## src/rtl/gpioemu_mulpop.sv

```systemverilog
// gpioemu_mulpop: bus-mapped sequential shift-add multiplier with popcount of the result
module gpioemu_mulpop #(
  parameter int ARG_W = 24,
  parameter int OUT_W = 32,
  parameter int CNT_W = 16,
  parameter logic [15:0] ADDR_A1 = 16'h037F,
  parameter logic [15:0] ADDR_A2 = 16'h0388,
  parameter logic [15:0] ADDR_W  = 16'h0390,
  parameter logic [15:0] ADDR_L  = 16'h0398,
  parameter logic [15:0] ADDR_B  = 16'h03A0
) (
  input  logic        clk,
  input  logic        n_reset,
  input  logic [15:0] saddress,
  input  logic        srd,
  input  logic        swr,
  input  logic [31:0] sdata_in,
  output logic [31:0] sdata_out,
  input  logic [31:0] gpio_in,
  input  logic        gpio_latch,
  output logic [31:0] gpio_out,
  output logic [31:0] gpio_in_s_insp
);
  localparam int PW = 2 * ARG_W;
  localparam int LW = $clog2(OUT_W + 1);
  localparam int CW = $clog2(ARG_W + 1);
  typedef enum logic [1:0] {IDLE, MULT, COUNT} state_t;
  state_t state, state_nx;
  logic [ARG_W-1:0] a1, a2, mplier;
  logic [PW-1:0] prod, mcand;
  logic [CW-1:0] cnt;
  logic [LW-1:0] l_reg, pc;
  logic [CNT_W-1:0] op_count;
  logic [31:0] gpio_in_s, rd_data;
  logic done, valid, err, ready, wr_b, start, clr_err, unused_bits;
  assign ready = state == IDLE;
  assign wr_b = swr && saddress == ADDR_B;
  assign start = wr_b && sdata_in[0];
  assign clr_err = wr_b && sdata_in[3];
  assign gpio_out = 32'(op_count);
  assign gpio_in_s_insp = gpio_in_s;
  assign unused_bits = ^sdata_in;
  always_comb begin
    state_nx = state == IDLE ? (start ? MULT : IDLE) :
               state == MULT ? (cnt == '0 ? COUNT : MULT) : IDLE;
  end
  always_comb begin
    pc = '0;
    for (int i = 0; i < OUT_W; i++) pc = pc + LW'(prod[i]);
  end
  always_comb begin
    rd_data = saddress == ADDR_A1 ? 32'(a1) :
              saddress == ADDR_A2 ? 32'(a2) :
              saddress == ADDR_W  ? (done ? 32'(prod[OUT_W-1:0]) : '0) :
              saddress == ADDR_L  ? (done ? 32'(l_reg) : '0) :
              saddress == ADDR_B  ? {28'b0, err, done, ready, valid} : '0;
  end
  always_ff @(posedge clk or negedge n_reset) begin
    if (!n_reset) state <= IDLE;
    else state <= state_nx;
  end
  always_ff @(posedge clk or negedge n_reset) begin
    if (!n_reset) begin
      a1 <= '0;
      a2 <= '0;
      mplier <= '0;
      mcand <= '0;
      prod <= '0;
      cnt <= '0;
      l_reg <= '0;
      op_count <= '0;
      gpio_in_s <= '0;
      sdata_out <= '0;
      done <= 1'b0;
      valid <= 1'b0;
      err <= 1'b0;
    end else begin
      if (swr && saddress == ADDR_A1) a1 <= sdata_in[ARG_W-1:0];
      if (swr && saddress == ADDR_A2) a2 <= sdata_in[ARG_W-1:0];
      if (srd) sdata_out <= rd_data;
      if (gpio_latch) gpio_in_s <= gpio_in;
      // a busy start wins over a simultaneous clear so it is never lost
      err <= (err && !clr_err) || (start && !ready);
      if (start && ready) begin
        mcand <= PW'(a1);
        mplier <= a2;
        prod <= '0;
        cnt <= CW'(ARG_W - 1);
        done <= 1'b0;
        valid <= 1'b0;
      end
      if (state == MULT) begin
        if (mplier[0]) prod <= prod + mcand;
        mcand <= mcand << 1;
        mplier <= mplier >> 1;
        cnt <= cnt - CW'(1);
      end
      if (state == COUNT) begin
        l_reg <= pc;
        valid <= (prod >> OUT_W) == '0;
        done <= 1'b1;
        op_count <= op_count + CNT_W'(1);
      end
    end
  end
endmodule

```

## config.mk

```make
export PLATFORM = sky130hd
export DESIGN_NAME = gpioemu_mulpop
export DESIGN_NICKNAME = d
export VERILOG_FILES = /design/src/rtl/gpioemu_mulpop.sv
export SDC_FILE = /design/constraint.sdc
export NUM_CORES = 1
export LEC_CHECK = 0
export ABC_AREA = 0
export BUFFER_PORTS_ARGS = -buffer_cell sky130_fd_sc_hd__buf_2
export CORE_ASPECT_RATIO = 0.6
export CORE_UTILIZATION = 31
export DETAILED_ROUTE_END_ITERATION = 8
export PLACE_DENSITY = 0.51
export SKIP_CTS_REPAIR_TIMING = 1
export SLEW_MARGIN = 20
export SYNTH_ARGS = -nofsm -noshare
export SYNTH_HDL_FRONTEND = slang
export SYNTH_SLANG_ARGS = --single-unit
export TNS_END_PERCENT = 50
```

## constraint.sdc

```tcl
create_clock -name clk -period 8.8 [get_ports clk]
set_input_delay 2.2 -clock clk [delete_from_list [all_inputs] [get_ports clk]]
set_output_delay 2.2 -clock clk [all_outputs]
set_load 0.02 [all_outputs]
```

==> qor.yml, run 1 <==
crit_type: "flip-flop to flip-flop"
start_kind: "flip-flop"
required_ns: 9.24
syn_avg_cell_area_um2: 9.491
yosys_warnings: 0
cp-end-kind: "flip-flop"
holdWs_ns: 0.4635
crit_fanout: 3
worst_pin_slew_ns: 1.021
status: "complete, no violations"
numCtsBuffers: 28
first_pass_iters: 5
hpwl_mm: 27.38
track_usage_pct: 16.07
max_stage_delay_ns: 0.61
path_cells: "inv_1, fa_1, fa_1, inv_1, fa_1, fa_1, fa_1, inv_1, fa_1, inv_1, ha_1, a21o_1, a21oi_1, nor2b_1, o21ai_0, o21ai_0"
grt_pass1_wl_mm: 62.35
fp.dieW_um: 282.1
grt_start_max_net_pins: 80
insertion_delay_ns: 0.59
synth_cells: 1538
setup_viol: 0
critPathSlowestCell: "fa_1"
cp_num_buf_inv: 4
max-clock-path-buffers: 3
ctsRootBufferMaster: "clkbuf_16"
yosys.cell_types.count: 70
arrival_ns: 5.40
grt_pass1_vias: 11076
cts.sinks: 264
fp.dieH_um: 170.1
area_delta_synth_final_pct: 15.46
h-tree-depth: 1
async_reset_ff_share_pct: 100.0
synth_area_um2: 14600
vdd_drop_max_uv: 113.8
drive_gt1_share_pct: 19.18
fp.dieArea_um2: 47990
synth-main-ff-cell: "dfrtp_1"
cts_tree: "done"
start_util_pct: 31.45
critPathTopFamily: "adder cells"
drt-total-wl_mm: 38.44
slew_headroom_pct: 31.94
nNetsFinal: 1824
fin_setup_tns_ns: 0
diodes: 0
drv_slew: 0
rsz0062_at_grt: "no"
gr-total-overflow: 0
cp_common_cell: "fa_1"
fmax_mhz: 201.6
clk_pin_slew_ns: 0.07
maxCapViolCount: 0
vias: 11522
synth_edf_count: 0
antenna_found_initial: 0
min_path_type: "flip-flop to flip-flop"
powerDensity_nw_per_um2: 178.7
ys_seq_area_share_pct: 45.26
p_leak_nw: 7.824
min_period_ns: 4.959
clock_skew_ns: 0.03170
wl_per_cell_um: 16.65
drc_errors: 0
finalWeightedCongestion: 0.8632
fillers: 4782
rows: 61
final-hold-violation-count: 0
ant_nets: 0
fin_crit_sh_pct: 56.35
portBuffers: 156
core_area_um2: 46400
pin_count: 181
reg_top3: "mcand (48), prod (48)"
drt-initial-drc-count: 1080
viasPerCell: 4.990
synth_seq_cells: 264
path summary, 6_finish.rpt:
path                            cells after the start  slack (ns)                              to                     start
max in group asynchronous                           2        5.89  gpio_in_s_insp[30]$_DFFE_PN0P_                   n_reset
worst min-delay path                                1        0.46        op_count[15]$_DFFE_PN0P_  op_count[15]$_DFFE_PN0P_
worst max register to register                     16        3.84            l_reg[5]$_DFFE_PN0P_         prod[1]$_DFF_PN0_
min in group asynchronous                           1        1.53           mplier[4]$_DFFE_PN0P_                   n_reset
worst min register to register                      1        0.46        op_count[15]$_DFFE_PN0P_  op_count[15]$_DFFE_PN0P_
worst max-delay path                               16        3.84            l_reg[5]$_DFFE_PN0P_         prod[1]$_DFF_PN0_
cell usage after synthesis, types with 3 or more instances:
master	instances	area, um^2
xor2_1	26	227.7
inv_1	72	270.3
a31oi_1	60	375.4
o21a_1	8	60.06
a21boi_0	3	22.52
and2_1	8	50.05
xnor2_1	29	254.0
a21oi_2	3	26.28
nand3_1	84	420.4
a21oi_1	81	405.4
o31ai_1	8	60.06
ha_1	57	713.2
fa_1	25	500.5
a222oi_1	20	200.2
nor4_1	9	56.30
a211oi_1	4	30.03
nand3b_1	3	22.52
mux2i_1	5	50.05
dfrtp_1	264	6606
nor2b_1	7	43.79
buf_6	6	67.56
o21bai_1	7	52.55
buf_4	17	127.6
or3_1	4	25.02
buf_2	9	45.04
nand2_1	249	934.7
buf_1	10	37.54
and3_1	14	87.58
o21ai_1	6	30.03
nand4_1	13	81.33
clkbuf_1	55	206.5
nor3_1	20	100.1
nand2b_1	8	50.05
a21o_1	24	180.2
nor2_1	111	416.7
mux2_2	83	934.7
o21ai_0	82	410.4
o22ai_1	4	25.02
through the flow:
stage                     instances  total power (W)  setup slack, ns  util [%]  instance area (um^2)
after floorplan                1553         0.001612            4.216         -                 14650
after global placement         2257         0.001759            3.879     34.21                 15880
after detailed placement       2257         0.001763            3.846     34.21                 15880
after CTS                      2309         0.003057            3.808     36.31                 16850
after global routing           2309         0.003172            3.527     36.32                 16850
final                          2309         0.003011            3.841     36.32                 16850
cell families after synthesis:
group           count (synthesis)  share of synthesized area [%]
other cells                     1                        0.02569
fa+ha+maj                      82                          8.315
buf+inv                       169                          5.169
compound gates                334                          14.40
xor+xnor                       55                          3.300
simple gates                  545                          16.78
flops                         264                          45.26
mux                            88                          6.746
layout make-up:
| type | instances | area (um^2) | area share (%) |
|---|---|---|---|
| clock buffers | 35 | 767.0 | 4.551 |
| clock inverters | 17 | 207.7 | 1.232 |
| inverters | 72 | 270.3 | 1.604 |
| multi-input cells | 1120 | 7307 | 43.36 |
| flip-flops and latches | 264 | 6606 | 39.20 |
| well taps | 630 | 788.3 | 4.677 |
| repair buffers | 171 | 905.9 | 5.375 |
power by group:
part           switching, W  leakage [nW]  internal [W]
registers         0.0000399          3.14       0.00127
logic              0.000267          4.20      0.000169
clock network      0.000533         0.477      0.000736
total              0.000840          7.82       0.00217
cell usage in the layout, fill, tap and decap left out, types with 4 or more instances in the layout:
master	n
fa_1	25
nand2_1	248
buf_4	16
nand3_1	84
xnor2_1	29
xor2_1	26
mux2i_1	5
o21ai_0	82
a21oi_1	81
and3_1	14
a31oi_1	60
a21o_1	24
a222oi_1	20
o21a_1	8
nand4_1	13
and2_1	8
nand2b_1	7
nor2_1	111
nor4_1	9
bufinv_16	4
o22ai_1	4
nor2b_1	5
a211oi_1	4
o21bai_1	7
clkbuf_16	28
o31ai_1	8
conb_1	16
clkinv_2	8
buf_2	154
mux2_2	83
o21ai_1	6
dfrtp_1	264
inv_1	72
ha_1	57
or3_1	4
clkbuf_8	4
nor3_1	20
layer usage:
layer / wire length (um) / part of all wire [%] / up-vias / global-route usage [%]
met2: 14380 / 37 / 307 / 21.23
met4: 574 / 1.5 / 0 / 3.055
met3: 2147 / 5.6 / 36 / 2.375
met5: 0 / 0 / - / 0
li1: - / - / 5598 / -
met1: 21330 / 56 / 5581 / 26.72
Note: power is estimated with default switching activity, not from simulation.
==> run 2, diff against run 1 <==
- ABC_AREA: 0 -> 1
- PLACE_DENSITY: 0.51 -> 0.52
- clock period: 8.8 -> 4.47 ns (I/O delays scaled with it)
==> run 2 against run 1 <==
Effect of this change:
- the run now ends with setup timing left
- design area increased by 9.9%
- total power increased by 78%
- flip-flop and latch count unchanged
- wire length grew 30%
==> qor.yml, run 2 <==
diodes: 0
viasPerCell: 4.890
clk_pin_slew_ns: 0.07
cts.sinks: 264
core_area_um2: 49900
rsz0062_at_grt: "yes"
post_dp_cell_area_um2: 17470
gr-total-overflow: 0
yosys_warnings: 0
required_ns: 4.95
synth_common_cells: "nand2_1 (497), inv_1 (324), dfrtp_1 (264)"
rows: 63
grt_pass1_vias: 13504
status: "finished with violations"
layout_common_cells: "nand2_1 (497), inv_1 (323), dfrtp_1 (264)"
yosys.area.top_type_share_pct: 41.75
drt-total-wl_mm: 49.83
synth_cells: 2024
setup_viol: 4
nNetsFinal: 2354
p_leak_nw: 9.519
clock_skew_ns: 0.01812
critPathSlowestCell: "fa_1"
fp.dieArea_um2: 51980
min_to: "op_count[15]$_DFFE_PN0P_"
antenna_found_initial: 0
min_path_type: "flip-flop to flip-flop"
path_cells: "fa_1, inv_1, fa_1, fa_1, fa_1, fa_1, fa_1, inv_1, ha_1, inv_1, fa_2, inv_1, a21oi_1, o21bai_1, nand3_1, o211ai_1"
grt_pass1_wl_mm: 79.34
portBuffers: 156
rr_startpoint: "prod[17]$_DFF_PN0_"
drv_slew: 0
powerDensity_nw_per_um2: 289.5
maxCapViolCount: 0
fin_crit_sh_pct: 103.2
synth_seq_cells: 264
h-tree-depth: 1
max_stage_delay_ns: 0.58
ant_nets: 0
pin_count: 181
whs_path_depth: 1
r2r_cells: 16
first_pass_iters: 6
drc_errors: 0
finalWeightedCongestion: 0.9671
area_delta_synth_final_pct: 17.02
final-hold-violation-count: 0
numCtsBuffers: 28
vias: 14137
synth_area_leaders: "dfrtp_1 (42%), nand2_1 (12%), inv_1 (7.7%), nand3_1 (4.6%), ha_1 (4.5%)"
fmax_mhz: 216.8
synth-main-ff-cell: "dfrtp_1"
ctsRootBufferMaster: "clkbuf_16"
violations: "setup timing"
hpwl_mm: 39.62
ys_seq_area_share_pct: 41.75
yosysMostFrequentCell: "nand2_1"
syn_avg_cell_area_um2: 7.818
cp_common_cell: "fa_1"
final_core_util_pct: 37.11
fp.dieW_um: 293.7
grt_start_max_net_pins: 111
track_usage_pct: 19.68
yosys.area.top_type: "dfrtp_1"
worst_pin_slew_ns: 0.9182
async_reset_ff_share_pct: 100.0
slew_headroom_pct: 38.79
synth_area_um2: 15820
hold_start: "op_count[15]$_DFFE_PN0P_"
final_common_cell: "nand2_1"
crit_fanout: 2
start_util_pct: 31.71
drt-initial-drc-count: 1009
yosys.cell_types.count: 47
power_w: 0.005360
wl_per_cell_um: 17.24
reg2reg_to: "l_reg[4]$_DFFE_PN0P_"
fp.dieH_um: 177.0
fin_setup_tns_ns: -0.4104
r2r_slack_ns: -0.14
arrival_ns: 5.09
crit_type: "flip-flop to flip-flop"
cts_tree: "done"
max-clock-path-buffers: 3
final_area_um2: 18520
min_period_ns: 4.613
insertion_delay_ns: 0.57
fin_ws_ns: -0.1431
vdd_drop_max_uv: 240.3
reg_top3: "mcand (48), prod (48)"
synth_edf_count: 0
start_kind: "flip-flop"
drive_gt1_share_pct: 14.35
cp-end-kind: "flip-flop"
-- run 2: worst max path at each step --
stage,from,depth (start not counted),end,slack [ns]
floorplan,prod[1]$_DFF_PN0_,17,l_reg[5]$_DFFE_PN0P_,0.04
global placement,prod[17]$_DFF_PN0_,16,l_reg[4]$_DFFE_PN0P_,-0.10
detailed placement,prod[17]$_DFF_PN0_,16,l_reg[4]$_DFFE_PN0P_,-0.20
CTS,prod[17]$_DFF_PN0_,16,l_reg[4]$_DFFE_PN0P_,-0.20
global route,prod[17]$_DFF_PN0_,16,l_reg[4]$_DFFE_PN0P_,-0.44
finish,prod[17]$_DFF_PN0_,16,l_reg[4]$_DFFE_PN0P_,-0.14
-- run 2: layer usage --
layer	global-route usage [%]	part of all wire [%]	routed length, um	up-vias
met3	5.148	9.5	4723	39
met2	24.41	36	17760	450
met1	32.85	54	26740	6771
li1	-	-	-	6877
met5	0	0	0	-
met4	2.995	1.2	613	0
-- run 2: cells by family after synthesis --
group | after synthesis | share of synthesized area, %
AO/OA/AOI/OAI | 332 | 12.27
XOR/XNOR | 37 | 2.048
adder cells (fa/ha/maj) | 82 | 7.670
buffers and inverters | 412 | 10.57
flip-flops | 264 | 41.75
multiplexers | 32 | 2.277
other | 1 | 0.02370
AND/OR/NAND/NOR | 864 | 23.39
-- run 2: where the power goes --
group,switching (W),internal [W]
logic,0.000178,0.0000928
registers,0.0000207,0.00243
clock network,0.00105,0.00159
total,0.00125,0.00411
-- run 2: worst max-delay path, delay by kind of cell, from the launching register on --
kind	cells	cell delay (ns)
AOI/OAI and AO/OA	3	0.33
adders and majority gates	8	3.45
buffers and inverters	4	0.25
DFF	1	0.40
and+or+nand+nor	1	0.10
-- run 2: area by class of cell --
cell class	instances	area, um^2
Inverter	328	1231
Fill cell	5284	31380
Clock buffer	38	829.5
Timing Repair Buffer	202	1174
Multi-Input combinational cell	1363	7615
Sequential cell	264	6606
Tap cell	682	853.3
Clock inverter	14	207.7
-- run 2: through the flow --
| stage | setup WS (ns) | hold slack (ns) | std cells |
|---|---|---|---|
| floorplan | 0.03727 | 0.4492 | 2039 |
| finish | -0.1431 | 0.4629 | 2891 |
| global placement | -0.1047 | 0.4555 | 2838 |
| global route | -0.4437 | 0.5002 | 2891 |
| CTS | -0.2001 | 0.4718 | 2890 |
| detailed placement | -0.1954 | 0.4610 | 2838 |
==> run 3, diff against run 2 <==
- PLACE_DENSITY: 0.52 -> default
- PLACE_DENSITY_LB_ADDON: default -> 0.12
- SETUP_SLACK_MARGIN: default -> 0.4
==> run 3 against run 2 <==
Effect of this change:
- the flow still finishes with violations (setup timing)
- die area stayed put
- first-iteration DRC count is 2.0% higher
- flip-flop and latch count stayed put
- setup slack better by 0.081 ns
- clock skew increased by 0.0010 ns
- sequential share of layout area is 0.094 points lower
- via count decreased by 0.88%
- maximum frequency up 1.8%
- final cell count up 0.14%
==> qor.yml, run 3 (synthesized netlist as in run 2, its figures left out) <==
status: "finished with violations"
violations: "setup timing"
worst_pin_slew_ns: 1.008
multi_input_area_um2: 7646
ctsRootBufferMaster: "clkbuf_16"
fin_crit_sh_pct: 101.4
cp-end-kind: "flip-flop"
final_area_um2: 18570
maxCapViolCount: 0
whs_path_depth: 1
rr_startpoint: "prod[17]$_DFF_PN0_"
portBuffers: 156
rsz0062_at_grt: "yes"
reg2reg_to: "l_reg[4]$_DFFE_PN0P_"
powerDensity_nw_per_um2: 288.0
min_period_ns: 4.532
drive_gt1_share_pct: 15.09
min_to: "op_count[15]$_DFFE_PN0P_"
drc_errors: 0
start_kind: "flip-flop"
hold_start: "op_count[15]$_DFFE_PN0P_"
vdd_drop_max_uv: 284.7
drv_slew: 0
layout.cells.non_filler: 2895
setup_viol: 1
nNetsFinal: 2357
fin_setup_tns_ns: -0.06221
wl_per_cell_um: 17.50
required_ns: 4.97
diodes: 0
dp_cells: 2838
dp_slack_ns: -0.06076
viasPerCell: 4.840
start_util_pct: 31.71
grt_use_met3_pct: 5.211
fp.dieH_um: 177.0
crit_fanout: 2
rows: 63
fillers: 5229
antenna_found_initial: 0
crit_type: "flip-flop to flip-flop"
r2r_cells: 16
max-clock-path-buffers: 3
reg_top3: "mcand (48), prod (48)"
grt.busiest_layer: "met1"
final_core_util_pct: 37.21
drt-initial-drc-count: 1029
numCtsBuffers: 29
grt_start_max_net_pins: 95
finalWeightedCongestion: 0.9499
seqCellArea_um2: 6606
pin_count: 181
track_usage_pct: 19.69
globalRouteMet1Util_pct: 33.10
slew_headroom_pct: 32.16
fmax_mhz: 220.6
final_common_cell: "nand2_1"
cts.sinks: 264
first_pass_iters: 6
clock_skew_ns: 0.01915
fp.dieArea_um2: 51980
p_leak_nw: 9.519
grt_pass1_vias: 13071
insertion_delay_ns: 0.59
cts_tree: "done"
grtUsageMet2_pct: 23.91
fp.dieW_um: 293.7
area_delta_synth_final_pct: 17.32
final-hold-violation-count: 0
layout_common_cells: "nand2_1 (497), inv_1 (316), dfrtp_1 (264)"
vias: 14013
grt_pass1_wl_mm: 78.62
drt-total-wl_mm: 50.66
hpwl_mm: 39.85
core_area_um2: 49900
gr-total-overflow: 0
arrival_ns: 5.03
ant_nets: 0
h-tree-depth: 1
clk_pin_slew_ns: 0.06
min_path_type: "flip-flop to flip-flop"
r2r_slack_ns: -0.06
post_dp_cell_area_um2: 17490
fin_ws_ns: -0.06221
-- run 3: cell type report --
| cell class | count | area share, % |
|---|---|---|
| sequential | 264 | 35.58 |
| clock buffer | 43 | 4.785 |
| tap | 682 | 4.596 |
| timing repair buffer | 204 | 6.402 |
| multi-input combinational | 1363 | 41.18 |
| inverter | 328 | 6.632 |
| clock inverter | 11 | 0.8155 |
-- run 3: where the power goes --
group          switching (W)  total, W  internal (W)
logic               0.000179  0.000271     0.0000924
clock network        0.00108   0.00263       0.00155
registers          0.0000192   0.00245       0.00243
-- run 3: how the worst max path moves through the flow --
stage	startpoint	end	slack (ns)	cells past startpoint
global route	prod[17]$_DFF_PN0_	l_reg[4]$_DFFE_PN0P_	-0.25	16
detailed placement	prod[17]$_DFF_PN0_	l_reg[4]$_DFFE_PN0P_	-0.06	16
CTS	prod[17]$_DFF_PN0_	l_reg[4]$_DFFE_PN0P_	-0.07	16
global placement	prod[17]$_DFF_PN0_	l_reg[4]$_DFFE_PN0P_	-0.03	16
finish	prod[17]$_DFF_PN0_	l_reg[4]$_DFFE_PN0P_	-0.06	16
floorplan	prod[17]$_DFF_PN0_	l_reg[4]$_DFFE_PN0P_	0.07	16
-- run 3: worst max-delay path, stage by stage, from the launching register on --
cell and delay [ns]:
dfrtp_1 0.41, fa_1 0.55, inv_2 0.05, fa_1 0.46, fa_1 0.54, fa_1 0.45
fa_1 0.51, fa_1 0.40, inv_1 0.06, ha_2 0.18, inv_2 0.04, fa_2 0.33
inv_1 0.06, a21oi_1 0.06, o21bai_1 0.16, nand3_1 0.09, o211ai_1 0.09
-- run 3: stage by stage --
step,power [W],hold WS (ns)
6_report,0.005347,0.4766
5_1_grt,0.005563,0.4977
4_1_cts,0.005445,0.4835
3_3_place_gp,0.002767,0.4597
2_1_floorplan,0.002631,0.4492
3_5_place_dp,0.002772,0.4665
-- run 3: per-layer routing --
| layer | vias to the layer above | wire, um |
|---|---|---|
| li1 | 6880 | - |
| met1 | 6673 | 27390 |
| met5 | - | 0 |
| met3 | 47 | 4689 |
| met4 | 0 | 776 |
| met2 | 413 | 17800 |
